<file path="config.mk">
export PLATFORM = sky130hd
export DESIGN_NAME = rs_chien_seq
export DESIGN_NICKNAME = d
export VERILOG_FILES = /design/src/rtl/rs_chien_seq.sv
export SDC_FILE = /design/constraint.sdc
export NUM_CORES = 1
export LEC_CHECK = 0
export BUFFER_PORTS_ARGS = -buffer_cell sky130_fd_sc_hd__buf_2
export CORE_UTILIZATION = 50
export DETAILED_ROUTE_END_ITERATION = 16
export PLACE_DENSITY_LB_ADDON = 0.08
export SLEW_MARGIN = 15
export SYNTH_ARGS = -nofsm -noshare
export SYNTH_HDL_FRONTEND = slang
export SYNTH_SLANG_ARGS = --single-unit
</file>
<file path="constraint.sdc">
create_clock -name clk -period 5.7 [get_ports clk]
set_input_delay 1.14 -clock clk [delete_from_list [all_inputs] [get_ports clk]]
set_output_delay 1.14 -clock clk [all_outputs]
set_load 0.05 [all_outputs]
</file>
<file path="src/rtl/rs_chien_seq.sv">
// -----------------------------------------------------------------------------
// rs_chien_seq
//   Sequential Chien search for the RS decoder. One error-locator polynomial
//   Lambda(x) is accepted per job. Codeword positions 0..N_LEN-1 are swept,
//   ROOTS_PER_CYCLE positions per beat. Position p is in error when
//   Lambda(alpha^-p) == 0. Per-beat error masks stream to the Forney stage.
//   Each job ends with a one-cycle summary: the saturated root count and a
//   decode-failure flag.
//
// Ports
//   clk, rst        clock, synchronous active-high reset
//   loc_valid/ready job handshake; error_locator[j] = Lambda_j, loc_degree = deg
//   pos_valid/ready mask beat handshake; error_bit_pos[i] -> position b*R+i
//   pos_last        final beat of the job
//   done_valid      one-cycle pulse, root_count / decode_fail valid (held after)
// -----------------------------------------------------------------------------
module rs_chien_seq #(
  parameter int SYMB_WIDTH      = 8,
  parameter int T_LEN           = 8,
  parameter int N_LEN           = 255,
  parameter int ROOTS_PER_CYCLE = 4,
  localparam int CNT_W          = $clog2(T_LEN + 2)
) (
  input  logic                                 clk,
  input  logic                                 rst,
  input  logic                                 loc_valid,
  output logic                                 loc_ready,
  input  logic [T_LEN:0][SYMB_WIDTH-1:0]       error_locator,
  input  logic [CNT_W-1:0]                     loc_degree,
  output logic                                 pos_valid,
  input  logic                                 pos_ready,
  output logic [ROOTS_PER_CYCLE-1:0]           error_bit_pos,
  output logic                                 pos_last,
  output logic                                 done_valid,
  output logic [CNT_W-1:0]                     root_count,
  output logic                                 decode_fail
);

  localparam int R         = ROOTS_PER_CYCLE;
  localparam int NUM_BEATS = (N_LEN + R - 1) / R;
  localparam int BEAT_W    = $clog2(NUM_BEATS + 1);
  localparam int FIELD     = (1 << SYMB_WIDTH) - 1;
  localparam int SW1       = SYMB_WIDTH + 1;

  typedef logic [T_LEN:0][SYMB_WIDTH-1:0] coef_t;
  typedef logic [FIELD-1:0][SYMB_WIDTH-1:0] pow_tbl_t;
  typedef enum logic [1:0] {IDLE = 2'd0, SEARCH = 2'd1, DONE = 2'd2} state_t;

  // Primitive polynomial (including the x^m term) defining the field.
  function automatic int prim_poly(input int m);
    case (m)
      2:       return 32'h0000_0007;
      3:       return 32'h0000_000B;
      4:       return 32'h0000_0013;
      5:       return 32'h0000_0025;
      6:       return 32'h0000_0043;
      7:       return 32'h0000_0089;
      8:       return 32'h0000_011D;
      9:       return 32'h0000_0211;
      10:      return 32'h0000_0409;
      11:      return 32'h0000_0805;
      12:      return 32'h0000_1053;
      default: return 32'h0000_011D;
    endcase
  endfunction

  localparam int POLY_INT = prim_poly(SYMB_WIDTH);

  // Multiply by alpha (= x): shift, then reduce by the primitive polynomial.
  function automatic logic [SYMB_WIDTH-1:0] mul_x(input logic [SYMB_WIDTH-1:0] a);
    logic [SYMB_WIDTH:0] wide;
    wide = {a, 1'b0};
    if (wide[SYMB_WIDTH]) begin
      wide = wide ^ SW1'(POLY_INT);
    end else begin
      wide = wide;
    end
    return wide[SYMB_WIDTH-1:0];
  endfunction

  // Generic GF(2^m) shift-and-add multiplier.
  function automatic logic [SYMB_WIDTH-1:0] gf_mult(input logic [SYMB_WIDTH-1:0] a,
                                                    input logic [SYMB_WIDTH-1:0] b);
    logic [SYMB_WIDTH-1:0] prod;
    logic [SYMB_WIDTH-1:0] aa;
    prod = '0;
    aa   = a;
    for (int k = 0; k < SYMB_WIDTH; k++) begin
      if (b[k]) begin
        prod = prod ^ aa;
      end else begin
        prod = prod;
      end
      aa = mul_x(aa);
    end
    return prod;
  endfunction

  // Elaboration-time table alpha^0 .. alpha^(FIELD-1).
  function automatic pow_tbl_t gen_alpha_pow();
    pow_tbl_t              tbl;
    logic [SYMB_WIDTH-1:0] a;
    a = SYMB_WIDTH'(1);
    for (int k = 0; k < FIELD; k++) begin
      tbl[k] = a;
      a      = mul_x(a);
    end
    return tbl;
  endfunction

  localparam pow_tbl_t ALPHA_POW = gen_alpha_pow();

  // alpha^(-k); every call site has a constant k, so this folds to a constant.
  function automatic logic [SYMB_WIDTH-1:0] alpha_inv(input int k);
    int idx;
    idx = (FIELD - (k % FIELD)) % FIELD;
    return ALPHA_POW[idx];
  endfunction

  // Evaluate one beat: bit i set when sum_j T_j*alpha^(-j*i) == 0 and the
  // position lies inside the codeword (tail padding reads as no-error).
  function automatic logic [R-1:0] eval_mask(input coef_t src, input int beat);
    logic [R-1:0]          mask;
    logic [SYMB_WIDTH-1:0] sum;
    mask = '0;
    for (int i = 0; i < R; i++) begin
      sum = '0;
      for (int j = 0; j <= T_LEN; j++) begin
        sum = sum ^ gf_mult(src[j], alpha_inv(j * i));
      end
      mask[i] = (sum == '0) && ((beat * R + i) < N_LEN);
    end
    return mask;
  endfunction

  function automatic int popcount(input logic [R-1:0] v);
    int n;
    n = 0;
    for (int i = 0; i < R; i++) begin
      n = n + int'(v[i]);
    end
    return n;
  endfunction

  state_t             state_q, state_d;
  coef_t              term_q, term_d, term_next, eval_src;
  logic [BEAT_W-1:0]  beat_q, beat_d;
  logic [CNT_W-1:0]   acc_q, acc_d, acc_sum;
  logic [CNT_W-1:0]   deg_q, deg_d;
  logic               bad_q, bad_d;
  logic [R-1:0]       mask_q, mask_d, mask_eval;
  logic               pv_q, pv_d, pl_q, pl_d, dv_q, dv_d, df_q, df_d, lr_q, lr_d;
  logic [CNT_W-1:0]   rc_q, rc_d;
  logic               accept;
  int                 eval_beat;
  int                 sum_int;

  assign accept = loc_valid && lr_q;

  // Datapath: advanced terms, shared evaluator input selection, saturating count.
  always_comb begin
    for (int j = 0; j <= T_LEN; j++) begin
      term_next[j] = gf_mult(term_q[j], alpha_inv(j * R));
    end
    // On accept the first beat is evaluated straight from the incoming locator.
    if (accept) begin
      eval_src  = error_locator;
      eval_beat = 0;
    end else begin
      eval_src  = term_next;
      eval_beat = int'(beat_q) + 1;
    end
    mask_eval = eval_mask(eval_src, eval_beat);
    sum_int   = int'(acc_q) + popcount(mask_q);
    if (sum_int > T_LEN + 1) begin
      sum_int = T_LEN + 1;
    end else begin
      sum_int = sum_int;
    end
    acc_sum = CNT_W'(sum_int);
  end

  // FSM next-state and registered-output next values.
  always_comb begin
    state_d = state_q;
    term_d  = term_q;
    beat_d  = beat_q;
    acc_d   = acc_q;
    deg_d   = deg_q;
    bad_d   = bad_q;
    mask_d  = mask_q;
    pv_d    = pv_q;
    pl_d    = pl_q;
    dv_d    = 1'b0;
    rc_d    = rc_q;
    df_d    = df_q;
    case (state_q)
      IDLE: begin
        if (accept) begin
          term_d  = error_locator;
          beat_d  = '0;
          acc_d   = '0;
          deg_d   = loc_degree;
          bad_d   = (error_locator[0] == '0) || (int'(loc_degree) > T_LEN);
          mask_d  = mask_eval;
          pv_d    = 1'b1;
          pl_d    = (NUM_BEATS == 1);
          state_d = SEARCH;
        end else begin
          state_d = IDLE;
        end
      end
      SEARCH: begin
        if (pos_ready) begin
          acc_d = acc_sum;
          if (pl_q) begin
            state_d = DONE;
            pv_d    = 1'b0;
            pl_d    = 1'b0;
            mask_d  = '0;
            dv_d    = 1'b1;
            rc_d    = acc_sum;
            df_d    = bad_q || (acc_sum != deg_q);
          end else begin
            term_d = term_next;
            beat_d = beat_q + BEAT_W'(1);
            mask_d = mask_eval;
            pl_d   = ((int'(beat_q) + 1) == (NUM_BEATS - 1));
          end
        end else begin
          state_d = SEARCH;
        end
      end
      DONE: begin
        state_d = IDLE;
      end
      default: begin
        state_d = IDLE;
      end
    endcase
    lr_d = (state_d == IDLE);
  end

  // State and output registers.
  always_ff @(posedge clk) begin
    if (rst) begin
      state_q <= IDLE;
      term_q  <= '0;
      beat_q  <= '0;
      acc_q   <= '0;
      deg_q   <= '0;
      bad_q   <= 1'b0;
      mask_q  <= '0;
      pv_q    <= 1'b0;
      pl_q    <= 1'b0;
      dv_q    <= 1'b0;
      rc_q    <= '0;
      df_q    <= 1'b0;
      lr_q    <= 1'b0;
    end else begin
      state_q <= state_d;
      term_q  <= term_d;
      beat_q  <= beat_d;
      acc_q   <= acc_d;
      deg_q   <= deg_d;
      bad_q   <= bad_d;
      mask_q  <= mask_d;
      pv_q    <= pv_d;
      pl_q    <= pl_d;
      dv_q    <= dv_d;
      rc_q    <= rc_d;
      df_q    <= df_d;
      lr_q    <= lr_d;
    end
  end

  assign loc_ready     = lr_q;
  assign pos_valid     = pv_q;
  assign error_bit_pos = mask_q;
  assign pos_last      = pl_q;
  assign done_valid    = dv_q;
  assign root_count    = rc_q;
  assign decode_fail   = df_q;

endmodule
</file>
# Word level (Yosys, flattened, before mapping)
# Index checks and enable logic that the tools add are counted.
classes:
  n_eq_ne: 7
  n_reduce_logical: 22
  n_addsub: 9
  order_cmp: 6
  mux: 135
  bitwise_logic: 238
ops:
  columns: ["op", "n"]
  rows:
  - ["$xor 8x8->8", 132]
  - ["$mux 5", 104]
  - ["$not 4->4", 104]
  - ["$mux 72", 4]
  - ["$pmux 72 s2", 1]
  - ["$lt 32x9->1 const B", 4]
  - ["$add 32x3->32 const B", 2]
  - ["$logic_not 8->1", 5]
  - ["$add 32x2->32 const B", 1]
  - ["$mux 4", 6]
  - ["$mux 7", 3]
  - ["$pmux 4 s2", 2]
  - ["$pmux 7 s2", 1]
  - ["$reduce_and 3->1", 3]
  - ["$add 7x1->8 const B", 1]
  - ["$eq 8x6->1 const B", 1]
  - ["$mux 1", 8]
  - ["$mux 8", 1]
  - ["$ne 2x2->1 const B", 4]
  - ["$reduce_and 4->1", 2]
  - ["$add 7x1->7 const B", 1]
  - ["$add 4x4->5", 1]
  - ["$gt 5x4->1 const B", 1]
  - ["$logic_and 1x1->1", 5]
  - ["15 further kinds", 20]
word_totals:
  regBits: 103
  output_inout_bits: 13
  word_cells: 438

# Depth between registers and ports, before layout
logic_depth:
  depth_word: 44
  depth_mapped: 18

# Worst setup path before layout
# No wires, ideal clock.
synth_path:
  path_kind: "input -> register"
  startpoint: "input port loc_valid"
  endpoint: "register mask_q[2] (netlist: error_bit_pos[2])"
  stages: 10
  path_buffers: 1
  slack_ps: 1532
  arrival_ps: 4084
  required_time_ps: 5616
  path_cell_list: "nand2_2 > buf_6 > mux2i_1 > xor2_1 > xnor3_1 > xnor2_1 > xnor3_1 > xnor2_2 > or4_1 > o31ai_2"
synth_via:
  elab_chain_cells: 24
synth_lines:
  columns: ["element", "line_no", "text"]
  rows:
  - ["start, declared", "26", "input logic loc_valid,"]
  - ["$logic_and 1x1->1 (*)", "158", "assign accept = loc_valid && lr_q;"]
  - ["branches (longest 23 deep; another with $add 32x3->32)", null, null]
  - ["end signal, assigned", "267", "mask_q <= mask_d;"]
  - ["end, declared", "151", "logic [R-1:0] mask_q, mask_d, mask_eval;"]
# Mark *: on every way between the ends. The select of a mux whose other input is x is not followed.
# A chain may end at the register's enable or synchronous reset.

# Final worst setup path
# Ends and elaborated chain as after synthesis.

==> out/metrics.cfg <==
[cells_and_area]
antenna_cells=0
regArea_mm2=0.00206
multi_input_area_mm2=0.0122
area_growth_pct=6.43
fin_nets=1758
drive_gt1_share_pct=11.9
fillers=2747

[sta]
max_freq_mhz=218
maxSlewViolCount=0
tightest_slew_ns=1.11
skew_ns=0.0118
rsz0062_at_grt=false
hold_viol=0
setup_viol=0
whs_ns=0.461
tns_ns=0
period_needed_ns=4.60
relSlewSlack_pct=25.3
finalCritPeriodShare_pct=80.6

[detailed_routing]
wl_per_cell_um=26.1
dr_wl_met2_mm=25.1
wl_met1_mm=23.4
first_pass_iters=6
viasPerCell=5.69
wl_mm=53.7
routed.top_layer=met4
route.vias.total=11700
ant_nets=0
drt_iter0_markers=927
drc=0
wl_met3_mm=2.87

[logic_synthesis]
ys.flop_type=dfxtp_1
synth_most_common_cell=xnor2_1
synth_cells=1670
ys_warn_count=0
synthArstFlopShare_pct=0
synth_cell_types=63
ys_top_cells_by_count=418 x xnor2_1, 169 x nor2_1, 154 x xor2_1, 144 x nand2_1, 121 x a21oi_1
synth_top_area_share_pct=24.6
yosysTopAreaCell=xnor2_1
synthesis.nets=1756
synthesis.area_mm2=0.0149
synth.ff_latch_count=103
synthTopCellsByArea=xnor2_1 25%, xnor3_1 16%, dfxtp_1 14%, xor2_1 9.1%, nor2_1 4.3%
yosysSeqAreaShare_pct=13.9
synth_edf_count=0
postSynthAreaPerCell_um2=8.90

[cts]
cts-root-buf=clkbuf_16
cts.path.max_buffers=2
path_clk_slew_ns=0.08
htree_levels=3
cts_resized=0
cts_sinks=103
cts_tree=yes
cts_hold_repair.buffers=0
postCtsSetupBuffers=0
numCtsBuffers=9
clock_latency_ns=0.40

[die]
core_area_mm2=0.0289
die_area_mm2=0.0304
rows=62
die_w_um=174
die_y_um=174
start_util_pct=51.3
ios=93

[worst_hold_path]
hold_class=reg -> reg

[global_routing]
grtUsageTotal_pct=36.0
grt_max_degree=75
grt_pass1_vias=11200
grt_pass1_wl_mm=78.4
grt_overflow_total=0
antenna_found_initial=0

[critical_path]
crit_path_frequent_cell=xnor3_1
cp_slowest_cell=mux2i_2
worstPathMaxFanout=59
worst-setup-path-type=in -> reg
worstPathArrival_ns=4.90
critPathLaunchType=primary input
end_kind=flop
path_cells=buf_2 > nand2_8 > mux2i_2 > xor2_2 > xnor3_1 > xnor3_1 > xor2_1 > xnor3_1 > xnor2_1 > or4_1 > o31ai_2
critPathMaxStageDelay_ns=0.51
cp.required_ns=6.01

[place]
dp_hpwl_mm=43.0
port_buffers=92
place.gp.congestion=1.00

[run_status]
status=finished, final reports clean

[job]
maxCapViolations=0

## per-stage QoR
stage,worst slack [ns],instance area (um^2),util (%),cells
after floorplan,1.53,14900,-,1670
after global placement,0.770,15500,53.5,2045
after detailed placement,0.774,15500,53.5,2045
after CTS,1.15,15800,54.7,2061
after global routing,0.968,15800,54.7,2061
final,1.10,15800,54.7,2061
## critical path: cells and delay by family
family	cells	cell delay (ns)
buf+inv	1	0.15
xor+xnor	6	2.03
simple gates	2	0.80
mux	1	0.51
compound gates	1	0.24
## cell families (layout without fill, tap and decap cells)
group / count (synthesis) / count (layout) / share of synthesized area, %
adders and majority gates: 6 / 6 / 0.657
xor gates and xnor gates: 714 / 714 / 55.0
AOI/OAI and AO/OA: 245 / 245 / 10.2
muxes: 58 / 58 / 4.61
buffers and inverters: 148 / 155 / 4.55
and+or+nand+nor: 396 / 396 / 11.1
DFF: 103 / 103 / 13.9
## worst paths after layout
path | startpoint | to | cells after the start | slack, ns
setup / recovery | loc_valid | error_bit_pos[2]$_SDFFE_PP0P_ | 11 | 1.10
hold reg to reg | root_count[3]$_SDFFE_PP0P_ | root_count[3]$_SDFFE_PP0P_ | 2 | 0.46
setup reg to reg | term_q[9]$_SDFFE_PP0P_ | error_bit_pos[2]$_SDFFE_PP0P_ | 11 | 1.43
hold / removal | root_count[3]$_SDFFE_PP0P_ | root_count[3]$_SDFFE_PP0P_ | 2 | 0.46
## flip-flops by register name, indices dropped and copies added, names as in the netlist
signal,count
decode_fail,1
beat_q,7
loc_ready,1
deg_q,4
acc_q,4
bad_q,1
term_next,8
pos_last,1
root_count,4
term_q,64
pos_valid,1
done_valid,1
error_bit_pos,4
state_q,2
## cell usage in the layout, fill, tap and decap left out, drive strengths merged, types with 17 or more instances in the layout
cell type and count:
xnor2 427, nor2 169, xor2 158, nand2 145, a21oi 130, buf 127, xnor3 108, dfxtp 103
mux2i 52, o21ai 38, nor3 35, xor3 21, o211ai 21, a211oi 17
## routing by layer
| layer | GRT usage [%] | vias to the layer above |
|---|---|---|
| li1 | - | 5500 |
| met1 | 47.5 | 5729 |
| met2 | 58.9 | 402 |
| met3 | 4.79 | 89 |
| met4 | 15.6 | 0 |
| met5 | 0 | - |
## cell type report
class / instances / share of cell area (%)
clock buffer: 9 / 1.42
clock inverter: 7 / 0.649
inverter: 12 / 0.285
multi-input combinational: 1419 / 76.9
sequential: 103 / 13.0
tap: 384 / 3.04
timing repair buffer: 127 / 4.67
Power is left out: the tool's default activity adds up to more than one toggle a clock period on the data nets, which glitch-free logic cannot reach.
